<file path="src/rtl/imem_upg_pkg.sv">
// Shared types and constants for the instruction-memory upgrade controller.
package imem_upg_pkg;

  // Controller states: normal fetch, byte download, CPU reset release.
  typedef enum logic [1:0] {
    ST_RUN     = 2'd0,
    ST_LOAD    = 2'd1,
    ST_RELEASE = 2'd2
  } upg_state_e;

  // Byte position within a 32-bit word.
  localparam int IDX_W = 2;

  // Instruction presented to the fetch unit while the ROM is not readable.
  localparam logic [31:0] NOP_INSTR = 32'h0000_0000;

endpackage

</file>
<file path="src/rtl/imem_upg_ctrl_packer.sv">
// Little-endian byte-to-word packer for the UART download path.
// The fourth byte is not stored; the completed word is offered combinationally
// in the same cycle so the caller can latch it into its write register.
module upg_word_packer
  import imem_upg_pkg::*;
(
  input  logic        clk,
  input  logic        rst,
  input  logic        clr_i,
  input  logic        byte_vld_i,
  input  logic [7:0]  byte_i,
  output logic [31:0] word_o,
  output logic        word_rdy_o,
  output logic        part_o
);

  localparam logic [IDX_W-1:0] LAST_IDX = IDX_W'(3);

  logic [IDX_W-1:0] idx_q, idx_d, idx_nxt;
  logic [23:0]      asm_q, asm_d;

  assign idx_nxt    = byte_vld_i ? idx_q + 1'b1 : idx_q;
  assign word_rdy_o = byte_vld_i && (idx_q == LAST_IDX);
  assign word_o     = {byte_i, asm_q};
  // A partial word remains if, counting this cycle's byte, the index is not at a word boundary.
  assign part_o     = (idx_nxt != '0);

  // Next byte index and assembly bytes; clear wins over an incoming byte.
  always_comb begin
    idx_d = idx_nxt;
    asm_d = asm_q;
    if (byte_vld_i) begin
      case (idx_q)
        2'd0:    asm_d[7:0]   = byte_i;
        2'd1:    asm_d[15:8]  = byte_i;
        2'd2:    asm_d[23:16] = byte_i;
        default: asm_d        = asm_q;
      endcase
    end
    if (clr_i) begin
      idx_d = '0;
      asm_d = '0;
    end
  end

  // Packer state registers.
  always_ff @(posedge clk or posedge rst) begin
    if (rst) begin
      idx_q <= '0;
      asm_q <= '0;
    end else begin
      idx_q <= idx_d;
      asm_q <= asm_d;
    end
  end

endmodule

</file>
<file path="src/rtl/imem_upg_ctrl.sv">
// Instruction ROM port arbiter: CPU fetch in RUN, UART program download in LOAD,
// followed by a timed CPU reset release.
//
// state      | meaning
// -----------+-----------------------------------------------------------
// ST_RUN     | fetch unit owns the ROM port, CPU out of reset
// ST_LOAD    | bytes packed into words and written to consecutive addresses
// ST_RELEASE | CPU held in reset while the release down-counter expires
module imem_upg_ctrl
  import imem_upg_pkg::*;
#(
  parameter int ADDR_W      = 14,
  parameter int ROM_DEPTH   = 16384,
  parameter int RELEASE_CYC = 4
) (
  input  logic              clk,
  input  logic              rst,
  input  logic [ADDR_W-1:0] cpu_adr_i,
  output logic [31:0]       cpu_instr_o,
  input  logic              upg_en_i,
  input  logic              upg_byte_vld_i,
  input  logic [7:0]        upg_byte_i,
  input  logic              upg_done_i,
  output logic [ADDR_W-1:0] rom_adr_o,
  output logic [31:0]       rom_din_o,
  output logic              rom_we_o,
  input  logic [31:0]       rom_dout_i,
  output logic              cpu_rst_o,
  output logic              busy_o,
  output logic [ADDR_W:0]   word_cnt_o,
  output logic              err_o
);

  localparam int              REL_W   = (RELEASE_CYC < 2) ? 1 : $clog2(RELEASE_CYC + 1);
  localparam logic [REL_W-1:0] REL_C   = REL_W'(RELEASE_CYC);
  localparam logic [ADDR_W:0]  DEPTH_C = (ADDR_W + 1)'(ROM_DEPTH);

  upg_state_e       state_q, state_d;
  logic [REL_W-1:0] rel_cnt_q, rel_cnt_d, rel_dec;
  logic [ADDR_W:0]  wr_adr_q, wr_adr_d;
  logic [ADDR_W:0]  word_cnt_q, word_cnt_d;
  logic             err_q, err_d;
  logic             ovf_q, ovf_d;
  logic             wr_pend_q, wr_pend_d;
  logic [31:0]      wr_data_q, wr_data_d;

  logic             pk_clr, pk_vld, pk_rdy, pk_part;
  logic [31:0]      pk_word;

  upg_word_packer u_packer (
    .clk        (clk),
    .rst        (rst),
    .clr_i      (pk_clr),
    .byte_vld_i (pk_vld),
    .byte_i     (upg_byte_i),
    .word_o     (pk_word),
    .word_rdy_o (pk_rdy),
    .part_o     (pk_part)
  );

  assign rel_dec = rel_cnt_q - 1'b1;

  // Next-state, address/count bookkeeping and packer control.
  always_comb begin
    state_d    = state_q;
    rel_cnt_d  = rel_cnt_q;
    wr_adr_d   = wr_adr_q;
    word_cnt_d = word_cnt_q;
    err_d      = err_q;
    ovf_d      = ovf_q;
    wr_pend_d  = 1'b0;
    wr_data_d  = wr_data_q;
    pk_clr     = 1'b0;
    pk_vld     = 1'b0;

    // A write issued this cycle advances the address; may land in LOAD or RELEASE.
    if (wr_pend_q) begin
      wr_adr_d = wr_adr_q + 1'b1;
      if (word_cnt_q != DEPTH_C) begin
        word_cnt_d = word_cnt_q + 1'b1;
      end
    end

    case (state_q)
      ST_RUN: begin
        if (upg_en_i) begin
          state_d    = ST_LOAD;
          wr_adr_d   = '0;
          word_cnt_d = '0;
          err_d      = 1'b0;
          ovf_d      = 1'b0;
          pk_clr     = 1'b1;
        end
      end

      ST_LOAD: begin
        pk_vld = upg_byte_vld_i && !ovf_q;
        if (pk_rdy) begin
          if (wr_adr_q == DEPTH_C) begin
            err_d = 1'b1;
            ovf_d = 1'b1;
          end else begin
            wr_pend_d = 1'b1;
            wr_data_d = pk_word;
          end
        end
        if (upg_done_i || !upg_en_i) begin
          state_d   = ST_RELEASE;
          rel_cnt_d = REL_C;
          pk_clr    = 1'b1;
          if (pk_part) begin
            err_d = 1'b1;
          end
        end
      end

      ST_RELEASE: begin
        rel_cnt_d = rel_dec;
        if (rel_dec == '0) begin
          state_d = ST_RUN;
        end
      end

      default: begin
        state_d   = ST_RELEASE;
        rel_cnt_d = REL_C;
      end
    endcase
  end

  // Controller registers; reset parks the CPU in the release sequence.
  always_ff @(posedge clk or posedge rst) begin
    if (rst) begin
      state_q    <= ST_RELEASE;
      rel_cnt_q  <= REL_C;
      wr_adr_q   <= '0;
      word_cnt_q <= '0;
      err_q      <= 1'b0;
      ovf_q      <= 1'b0;
      wr_pend_q  <= 1'b0;
      wr_data_q  <= '0;
    end else begin
      state_q    <= state_d;
      rel_cnt_q  <= rel_cnt_d;
      wr_adr_q   <= wr_adr_d;
      word_cnt_q <= word_cnt_d;
      err_q      <= err_d;
      ovf_q      <= ovf_d;
      wr_pend_q  <= wr_pend_d;
      wr_data_q  <= wr_data_d;
    end
  end

  // ROM port and CPU-facing output muxing.
  always_comb begin
    rom_we_o    = wr_pend_q;
    rom_din_o   = wr_data_q;
    cpu_rst_o   = (state_q != ST_RUN);
    busy_o      = (state_q == ST_LOAD);
    word_cnt_o  = word_cnt_q;
    err_o       = err_q;
    cpu_instr_o = (state_q == ST_RUN) ? rom_dout_i : NOP_INSTR;
    if (wr_pend_q || (state_q == ST_LOAD)) begin
      rom_adr_o = wr_adr_q[ADDR_W-1:0];
    end else begin
      rom_adr_o = cpu_adr_i;
    end
  end

endmodule

</file>
<file path="config.mk">
export PLATFORM = sky130hd
export DESIGN_NAME = imem_upg_ctrl
export DESIGN_NICKNAME = d
export VERILOG_FILES = /design/src/rtl/imem_upg_pkg.sv /design/src/rtl/imem_upg_ctrl_packer.sv /design/src/rtl/imem_upg_ctrl.sv
export SDC_FILE = /design/constraint.sdc
export NUM_CORES = 1
export LEC_CHECK = 0
export CORE_MARGIN = 2
export CORE_UTILIZATION = 60
export DETAILED_ROUTE_END_ITERATION = 6
export DONT_BUFFER_PORTS = 1
export GPL_ROUTABILITY_DRIVEN = 0
export PLACE_DENSITY = 0.73
export SLEW_MARGIN = 0
export SYNTH_ARGS = -nofsm -noshare
export SYNTH_HDL_FRONTEND = slang
export SYNTH_SLANG_ARGS = --single-unit
</file>
<file path="constraint.sdc">
create_clock -name clk -period 5.15 [get_ports clk]
set_input_delay 0.515 -clock clk [delete_from_list [all_inputs] [get_ports clk]]
set_output_delay 0.515 -clock clk [all_outputs]
set_load 0.02 [all_outputs]
</file>
==> out/metrics.csv, run 1 <==
stage,metric,value,unit
place,placed cell count,555,
worst_setup_path,Critical Path Start Type,flip-flop,
sta,RSZ-0062 raised after global routing,no,
synthesis,ys flop type,dfrtp_1,
floorplanning,Die H,93.57,um
synthesis,Syn Inst Count,477,
synthesis,synth warn,0,
sta,Worst Max-Slew Pin Slew,1.197,ns
clocking,clk buf depth,2,
place,PortBufs,0,
cells_and_area,Final nets,534,
place,Place WS,2.277,ns
worst_setup_path,R2R Path End,rom_din_o[15]$_DFFE_PP0P_,
clocking,CTS resizes,0,
clocking,CTS Hold Bufs,0,
synthesis,"EDFF count, synth",0,
power_and_ir_drop,PD cells,377.4,nW/um2
sta,Fmax,309.9,MHz
sta,final period utilization,0.6267,
clocking,Post-CTS Setup Bufs,0,
sta,Clock Skews,0.01251,ns
route,DRT Wirelength,10.42,mm
grt,first-pass GRT wire length,16.54,mm
worst_setup_path,critical path peak fanout,18,
floorplanning,Die Wd,93.57,um
route,first-iteration detailed-routing DRC count,270,
synthesis,Post-Syn Nets,546,
clocking,CTS root buf,clkbuf_8,
sta,Setup Viol. Count Final,0,
grt,Congestion Overflow GR,0,
floorplanning,Initial Util,0.6197,
grt,Overall Global Routing Usage,0.2411,
sta,fin. max-slew vios,0,
worst_setup_path,R2R Setup Slk,2.51,ns
clocking,clock slew at reported path FFs,0.11,ns
synthesis,Yosys cell types,49,
run_status,status,finished clean,
route,Vias,3438,
worst_setup_path,Required @ worst endpoint,4.64,ns
worst_setup_path,CP Data Arrival Time,2.71,ns
route,first drt pass iteration count,4,
worst_setup_path,CP endpoint kind,primary output,
worst_setup_path,R2R depth,7,
synthesis,synthesized area per cell,10.09,um2
grt,antenna violations before repair,1,
grt,pin count of the biggest net entering global routing,55,
floorplanning,Top Ports,156,
synthesis,post-synthesis register bit count,96,
synthesis,Area contributors post-synth,"dfrtp_1, mux2_2, and2_1",
synthesis,synthesized area,4813,um2
sta,Tmin final,3.227,ns
route,Remaining DRCs,0,
min_path,Hold Path Class,in -> async,
worst_setup_path,Critical Setup Path Class,reg -> out,
route,WL per Instance,18.21,um
cells_and_area,post-route insts no fill,572,
synthesis,fraction of registers with async set/reset,1.000,
route,Via density,6.010,
floorplanning,die area,8754,um2
sta,Final Hold Fails,0,
sta,Final WS setup,1.923,ns
power_and_ir_drop,leakage power,2.259,nW
grt,vias in the first global route,3337,
power_and_ir_drop,VDD IR max,0.2460,mV
synthesis,"count leader, synth",dfrtp_1,
cells_and_area,n_diodes,0,
synthesis,Synth area leader,dfrtp_1,
run,max-capacitance violation count,0,
synthesis,Synth top area share,0.4887,
worst_setup_path,worst r2r src,wr_adr_q[0]$_DFF_PP0_,
route,Final ANT Viol Nets,0,
sta,Max-slew headroom,0.1992,
sta,setup TNS,0,ns
clocking,CTS tree,yes,
cells_and_area,Synth-to-Final Area Change,4.887,%
clocking,TritonCTS buffer count,9,
sta,Min Hold Slack,0.04334,ns
synthesis,register area share after synthesis,0.4996,
clocking,CTS H-Tree Depth,3,
clocking,clock sink total,96,
place,HPWL Detailed,7.370,mm
clocking,clk_lat worst skew,0.36,ns
floorplanning,core area,7767,um2
cells_and_area,post-layout util,0.6500,
floorplanning,Rows,32,
synthesis,Synth top cells by count,"dfrtp_1, nand2_1, mux2_2",
cells_and_area,fraction of layout cells with a size suffix above 1,0.1745,
[logic make-up (layout without fill, tap and decap cells)]
family | Yosys count | count (layout) | share of synthesized area
compound gates | 72 | 72 | 0.09124
xor+xnor | 13 | 13 | 0.02365
fa+ha+maj | 10 | 10 | 0.02599
buf+inv | 44 | 37 | 0.04055
flops | 96 | 96 | 0.4996
mux | 45 | 45 | 0.1045
simple gates | 197 | 197 | 0.2145
[worst max path at each step]
stage,depth (start not counted),slack (ns),endpoint,startpoint
2_1_floorplan,1,2.13,err_o$_DFFE_PP0P_,rst
3_3_place_gp,4,2.32,rom_adr_o[0],state_q[1]$_DFFE_PP1P_
3_5_place_dp,4,2.28,rom_adr_o[1],state_q[1]$_DFFE_PP1P_
4_1_cts,4,1.86,rom_adr_o[1],state_q[1]$_DFFE_PP1P_
5_1_grt,4,1.72,rom_adr_o[10],state_q[1]$_DFFE_PP1P_
6_report,4,1.92,rom_adr_o[1],state_q[1]$_DFFE_PP1P_
[stage by stage]
step	cell area, um2	power [W]
after floorplan	4813	0.001360
after CTS	5037	0.001909
after global routing	5049	0.002012
after global placement	4850	0.001429
after detailed placement	4850	0.001441
final	5049	0.001905
[flip-flops by register name, indices dropped and copies added (netlist names)]
register	cells
wr_adr_q	15
u_packer.idx_q	2
u_packer.asm_q	24
rom_we_o	1
rel_cnt_q	3
rom_din_o	32
ovf_q	1
err_o	1
word_cnt_o	15
state_q	2
[cells in the final DEF, fill, tap and decap left out, types with 2 or more instances in the layout]
cell type	Yosys	final
a21oi_1	41	41
a31o_2	3	3
and2_1	35	35
and4_1	2	2
buf_4	0	3
clkbuf_8	0	9
clkinv_4	0	2
clkinvlp_4	0	2
dfrtp_1	94	94
dfstp_2	2	2
ha_1	10	10
inv_1	17	16
inv_8	0	2
mux2_2	42	42
mux2i_1	3	3
nand2_1	53	53
nand2b_1	4	4
nand3_1	37	37
nand4_1	7	7
nor2_1	27	27
nor3_1	4	4
nor4_1	7	7
nor4b_1	2	2
o21ai_0	15	15
o31ai_1	4	4
or3_1	3	3
or3_2	2	2
or4_1	2	2
or4_2	3	3
xnor2_1	8	8
xor2_1	5	5
[power by group]
| group | internal (W) | switching [W] | total, W |
|---|---|---|---|
| clock network | 0.000186 | 0.000285 | 0.000471 |
| registers | 0.000815 | 0.0000602 | 0.000876 |
| logic | 0.000156 | 0.000402 | 0.000559 |
[critical path: stages (launching register included)]
cell and delay [ns]:
dfstp_2 0.64, nand2b_1 0.14, inv_1 0.14, nor2_1 0.93, o21ai_0 0.50
[metal layers]
| metal | GRT usage | wire length (um) | up-vias |
|---|---|---|---|
| li1 | - | - | 1637 |
| met1 | 0.3141 | 4377 | 1667 |
| met2 | 0.3759 | 4977 | 118 |
| met3 | 0.09267 | 920 | 14 |
| met4 | 0.07367 | 124 | 2 |
| met5 | 0 | 16 | - |
[final cells by class]
class | instances | area (um2)
fill | 619 | 2719
sequential | 96 | 2405
multi-input combinational | 337 | 2228
tap | 102 | 127.6
clock buffer | 9 | 123.9
inverter | 17 | 66.31
clock inverter | 7 | 63.81
timing repair buffer | 4 | 33.78
No activity file was read; power rests on OpenSTA's default activity.
==> inputs of run 2 (changes only) <==
==> constraint.sdc (replaced) <==
create_clock -name clk -period 3 [get_ports clk]
set_input_delay 0.3 -clock clk [delete_from_list [all_inputs] [get_ports clk]]
set_output_delay 0.3 -clock clk [all_outputs]
set_load 0.02 [all_outputs]
==> run 2 against run 1 <==
First-iteration DRC count decreased by 34%. Highest routed layer is now met4. Largest cell class unchanged. Sequential power up 72%. Final cell count increased by 1.4%. Register-to-register slack got worse by 1.9 ns. Critical path type is now reg -> reg. Clock power grew 100%. Cell area grew 2.3%. Critical path depth up 2. Global-route usage up 0.53 points.
==> out/metrics.csv, run 2 (synthesis gave the netlist of run 1 again) <==
stage,metric,value,unit
floorplanning,Rows,32,
sta,Worst Max-Slew Pin Slew,0.9072,ns
sta,Clock Skews,0.005391,ns
cells_and_area,fraction of layout cells with a size suffix above 1,0.1883,
cells_and_area,sequential cell area,2405,um2
worst_setup_path,R2R Path End,word_cnt_o[14]$_DFF_PP0_,
clocking,Post-CTS Setup Bufs,0,
sta,Max-slew headroom,0.3938,
grt,pin count of the biggest net entering global routing,64,
worst_setup_path,CP Data Arrival Time,2.62,ns
clocking,clk buf depth,2,
floorplanning,die area,8754,um2
worst_setup_path,CP endpoint,word_cnt_o[14]$_DFF_PP0_,
place,HPWL Detailed,7.529,mm
floorplanning,Initial Util,0.6197,
floorplanning,core area,7767,um2
place,PortBufs,0,
worst_setup_path,Required @ worst endpoint,3.25,ns
run_status,status,finished clean,
clocking,CTS H-Tree Depth,3,
cells_and_area,n_diodes,0,
worst_setup_path,R2R depth,6,
place,placed cell count,563,
sta,RSZ-0062 raised after global routing,no,
cells_and_area,area of the multi-input gates,2231,um2
power_and_ir_drop,leakage power,2.326,nW
worst_setup_path,Critical Setup Path Class,reg -> reg,
worst_setup_path,crit path cell chain,inv_1 > ha_1 > or4b_4 > o41ai_4 > nor2_2 > a221oi_2,
grt,first-pass GRT wire length,16.86,mm
worst_setup_path,max incr delay on CP,0.63,ns
clocking,CTS resizes,0,
sta,Final Hold Fails,0,
route,Via density,6.028,
sta,Setup Viol. Count Final,0,
clocking,CTS Hold Bufs,1,
route,Final ANT Viol Nets,0,
clocking,clock slew at reported path FFs,0.09,ns
worst_setup_path,worst r2r src,word_cnt_o[0]$_DFF_PP0_,
route,DRT Wirelength,10.72,mm
sta,Fmax,422.0,MHz
grt,Overall Global Routing Usage,0.2463,
route,first-iteration detailed-routing DRC count,177,
cells_and_area,Final nets,542,
worst_setup_path,CP endpoint kind,flip-flop,
grt,antenna violations before repair,0,
route,Vias,3496,
route,Remaining DRCs,0,
floorplanning,Die H,93.57,um
worst_setup_path,critical path peak fanout,12,
clocking,TritonCTS buffer count,9,
cells_and_area,Synth-to-Final Area Change,7.252,%
grt,vias in the first global route,3405,
cells_and_area,Largest register FFs,32,
route,WL per Instance,18.48,um
grt,Congestion Overflow GR,0,
clocking,CTS root buf,clkbuf_8,
floorplanning,Top Ports,156,
floorplanning,Die Wd,93.57,um
clocking,CTS tree,yes,
cells_and_area,most frequent cells in the layout,"dfrtp_1, nand2_1, mux2_2, a21oi_1, nand3_1",
power_and_ir_drop,VDD IR max,0.3341,mV
min_path,Hold Path Class,in -> reg,
worst_setup_path,R2R Setup Slk,0.63,ns
route,first drt pass iteration count,4,
power_and_ir_drop,PD cells,664.8,nW/um2
sta,setup TNS,0,ns
worst_setup_path,slowest CP cell,o41ai_4,
run,max-capacitance violation count,0,
sta,final period utilization,0.7899,
cells_and_area,post-route insts no fill,580,
clocking,clk_lat worst skew,0.35,ns
cells_and_area,"most common cell after layout, fill and taps aside",dfrtp_1,
worst_setup_path,Critical Path Start Type,flip-flop,
worst_setup_path,Worst Setup SP,word_cnt_o[0]$_DFF_PP0_,
sta,fin. max-slew vios,0,
cells_and_area,FILL cells,603,
clocking,clock sink total,96,
sta,Tmin final,2.370,ns
run 2: worst min-delay path by stage:
stage	start	cells after the start	endpoint
final	upg_byte_i[7]	2	u_packer.asm_q[23]$_DFFE_PP0P_
after global routing	upg_byte_i[3]	1	rom_din_o[27]$_DFFE_PP0P_
after CTS	upg_byte_i[7]	2	u_packer.asm_q[23]$_DFFE_PP0P_
after detailed placement	rst	1	u_packer.asm_q[17]$_DFFE_PP0P_
after global placement	rst	1	rom_din_o[20]$_DFFE_PP0P_
after floorplan	upg_byte_i[0]	2	u_packer.asm_q[0]$_DFFE_PP0P_
run 2: power by group:
part	switching (W)	internal (W)
clock network	0.000443	0.000497
logic	0.000706	0.000280
registers	0.000106	0.00140
total	0.00126	0.00218
run 2: area by class of cell:
class	count	area share
multi-input cells	337	0.4321
flip-flops and latches	96	0.4658
clock inverters	6	0.01745
clock buffers	10	0.02666
inverters	17	0.01285
well taps	102	0.02472
repair buffers	12	0.02036
run 2: through the flow:
| stage | power [W] | utilization | worst slack [ns] | cell area [um2] | hold WS (ns) |
|---|---|---|---|---|---|
| global placement | 0.002486 | 0.6337 | 0.7464 | 4922 | 0.3564 |
| detailed placement | 0.002514 | 0.6337 | 0.6099 | 4922 | 0.3608 |
| CTS | 0.003461 | 0.6643 | 0.4818 | 5160 | 0.06759 |
| floorplan | 0.002335 | - | 0.1979 | 4813 | 0.4422 |
| global route | 0.003622 | 0.6646 | 0.4599 | 5162 | 0.07567 |
| finish | 0.003432 | 0.6646 | 0.6303 | 5162 | 0.08376 |
run 2: critical path: cells and delay by family (launching register included):
| family | cells | cell delay (ns) |
|---|---|---|
| fa+ha+maj | 1 | 0.15 |
| flops | 1 | 0.51 |
| compound gates | 2 | 0.93 |
| simple gates | 2 | 0.56 |
| buf+inv | 1 | 0.13 |
run 2: layer usage:
layer	wire length, um	up-vias	global-route usage
met5	0	-	0
met4	120	0	0.07488
met3	839	10	0.07736
met2	5271	121	0.3993
met1	4487	1720	0.3196
li1	-	1645	-
==> inputs of run 3 (changes only) <==
==> constraint.sdc (replaced) <==
create_clock -name clk -period 2.25 [get_ports clk]
set_input_delay 0.225 -clock clk [delete_from_list [all_inputs] [get_ports clk]]
set_output_delay 0.225 -clock clk [all_outputs]
set_load 0.02 [all_outputs]
==> run 3 against run 2 <==
Cell area is 4.5% higher. Via count up 3.3%. Hold slack got worse by 0.068 ns. Flip-flop and latch count is the same. Core utilization grew 3.0 points. Clock skew rose by 0.0094 ns. Non-clock buffer count up 29. Clock-buffer cell count is 1 lower. Worst setup slack got worse by 0.52 ns. Clock power increased by 21%. Register-to-register slack worse by 0.48 ns.
==> out/metrics.csv, run 3 (synthesis gave the netlist of run 1 again) <==
stage,metric,value,unit
sta,setup TNS,0,ns
sta,fin. max-slew vios,0,
clocking,CTS tree,yes,
sta,final period utilization,0.9502,
floorplanning,Top Ports,156,
worst_setup_path,Critical Setup Path Class,reg -> out,
grt,pin count of the biggest net entering global routing,45,
power_and_ir_drop,PD cells,842.8,nW/um2
grt,antenna violations before repair,0,
floorplanning,Die Wd,93.57,um
cells_and_area,Synth-to-Final Area Change,12.04,%
run,max-capacitance violation count,0,
grt,grt met3 use,0.06044,
route,Remaining DRCs,0,
sta,Tmin final,2.138,ns
grt,first-pass GRT wire length,17.17,mm
grt,Congestion Overflow GR,0,
run_status,status,finished clean,
cells_and_area,most frequent cells in the layout,"dfrtp_1, nand2_1, mux2_2, a21oi_1, nand3_1",
cells_and_area,FILL cells,601,
grt,met1 GRT Util,0.3156,
cells_and_area,area of the multi-input gates,2231,um2
clocking,clock slew at reported path FFs,0.10,ns
clocking,CTS H-Tree Depth,3,
cells_and_area,fraction of layout cells with a size suffix above 1,0.2189,
worst_setup_path,critical path peak fanout,18,
route,Vias,3613,
clocking,clk buf depth,2,
sta,Setup Viol. Count Final,0,
route,first-iteration detailed-routing DRC count,219,
cells_and_area,sequential cell area,2405,um2
route,Via density,5.933,
floorplanning,Die H,93.57,um
sta,RSZ-0062 raised after global routing,no,
worst_setup_path,CP endpoint kind,primary output,
floorplanning,Initial Util,0.6197,
clocking,clk_lat worst skew,0.36,ns
worst_setup_path,Critical Path Start Type,flip-flop,
route,Final ANT Viol Nets,0,
floorplanning,Rows,32,
grt,vias in the first global route,3566,
sta,Final Hold Fails,0,
sta,Clock Skews,0.01479,ns
worst_setup_path,CP Data Arrival Time,1.91,ns
sta,Fmax,467.8,MHz
worst_setup_path,max incr delay on CP,0.54,ns
cells_and_area,"most common cell after layout, fill and taps aside",dfrtp_1,
worst_setup_path,crit path cell chain,nand2b_1 > inv_1 > nor2_2 > buf_6 > mux2_2,
min_path,Hold Path Class,in -> reg,
route,first drt pass iteration count,4,
cells_and_area,post-route insts no fill,609,
grt,met2 usage in global routing,0.4293,
cells_and_area,Final nets,571,
cells_and_area,Largest register FFs,32,
worst_setup_path,Required @ worst endpoint,2.03,ns
clocking,CTS root buf,clkbuf_8,
worst_setup_path,slowest CP cell,dfstp_2,
clocking,TritonCTS buffer count,9,
power_and_ir_drop,VDD IR max,0.6747,mV
sta,Max-slew headroom,0.5353,
worst_setup_path,worst path bufs/invs,2,
worst_setup_path,CP top delay family,flip-flops,
place,HPWL Detailed,7.717,mm
sta,Worst Max-Slew Pin Slew,0.6956,ns
grt,GR peak layer,met2,
floorplanning,die area,8754,um2
route,DRT Wirelength,10.66,mm
power_and_ir_drop,leakage power,2.461,nW
grt,Overall Global Routing Usage,0.2481,
floorplanning,core area,7767,um2
place,PortBufs,0,
cells_and_area,n_diodes,0,
route,WL per Instance,17.50,um
place,placed cell count,583,
clocking,clock sink total,96,
-- run 3: cell types whose count changed in the layout (fill, tap and decap cells not counted), sizes merged --
cell         delta
clkbuf          -1
bufinv          -2
inv             +3
dlygate4sd3     +8
buf            +21
-- run 3: worst reg2reg max path, cell delays in order (launching register included) --
cell     delay, ns
dfrtp_1       0.39
inv_1         0.08
ha_1          0.15
or4b_4        0.49
o41a_1        0.57
nand4_1       0.17
mux2i_1       0.20
-- run 3: final cells by class --
| type | instances | share of cell area |
|---|---|---|
| flip-flops and latches | 96 | 0.4459 |
| inverters | 17 | 0.01253 |
| multi-input cells | 337 | 0.4137 |
| clock buffers | 9 | 0.02297 |
| clock inverters | 7 | 0.01462 |
| repair buffers | 41 | 0.06659 |
| well taps | 102 | 0.02367 |
-- run 3: what timing repair did --
item                                    in CTS  in global routing
endpoints found under the setup margin      10                  0
hold endpoints to repair                    50                  0
hold buffers                                 9                  0
resized for setup                            1                  0
buffers inserted                             1                  0
-- run 3: through the flow --
stage / instance area (um2) / total power [W] / utilization / worst slack (ns) / hold slack, ns
floorplan: 4820 / 0.003115 / - / 0.1066 / 0.3672
detailed placement: 5089 / 0.003398 / 0.6551 / 0.1764 / 0.2318
CTS: 5393 / 0.004563 / 0.6943 / 0.09027 / 0.0005684
global placement: 5089 / 0.003358 / 0.6551 / 0.2196 / 0.2270
global route: 5393 / 0.004807 / 0.6943 / 0.01233 / 0.0006324
finish: 5393 / 0.004545 / 0.6943 / 0.1121 / 0.01546
-- run 3: path summary, 6_finish.rpt --
| kind | startpoint | end | slack (ns) | cells past startpoint |
|---|---|---|---|---|
| max in group asynchronous | rst | u_packer.asm_q[11]$_DFFE_PP0P_ | 1.17 | 3 |
| setup reg to reg | word_cnt_o[0]$_DFF_PP0_ | word_cnt_o[11]$_DFF_PP0_ | 0.15 | 6 |
| hold / removal | upg_byte_i[5] | u_packer.asm_q[13]$_DFFE_PP0P_ | 0.02 | 2 |
| min in group asynchronous | rst | rom_din_o[23]$_DFFE_PP0P_ | 0.44 | 2 |
| setup / recovery | state_q[1]$_DFFE_PP1P_ | rom_adr_o[9] | 0.11 | 5 |
| hold reg to reg | rel_cnt_q[1]$_DFFE_PP0P_ | rel_cnt_q[1]$_DFFE_PP0P_ | 0.49 | 2 |
-- run 3: routing by layer --
metal  wire, um  vias to the layer above  part of all wire
li1           -                     1718                 -
met4        112                        0             0.011
met5          0                        -                 0
met1       4303                     1747              0.40
met2       5428                      136              0.51
met3        812                       12             0.076
-- run 3: power breakdown --
part	switching [W]	leakage, nW	internal (W)	total (W)
combinational	0.000983	1.03	0.000433	0.00142
clock	0.000688	0.105	0.000451	0.00114
sequential	0.000126	1.33	0.00186	0.00199
total	0.00180	2.46	0.00275	0.00454
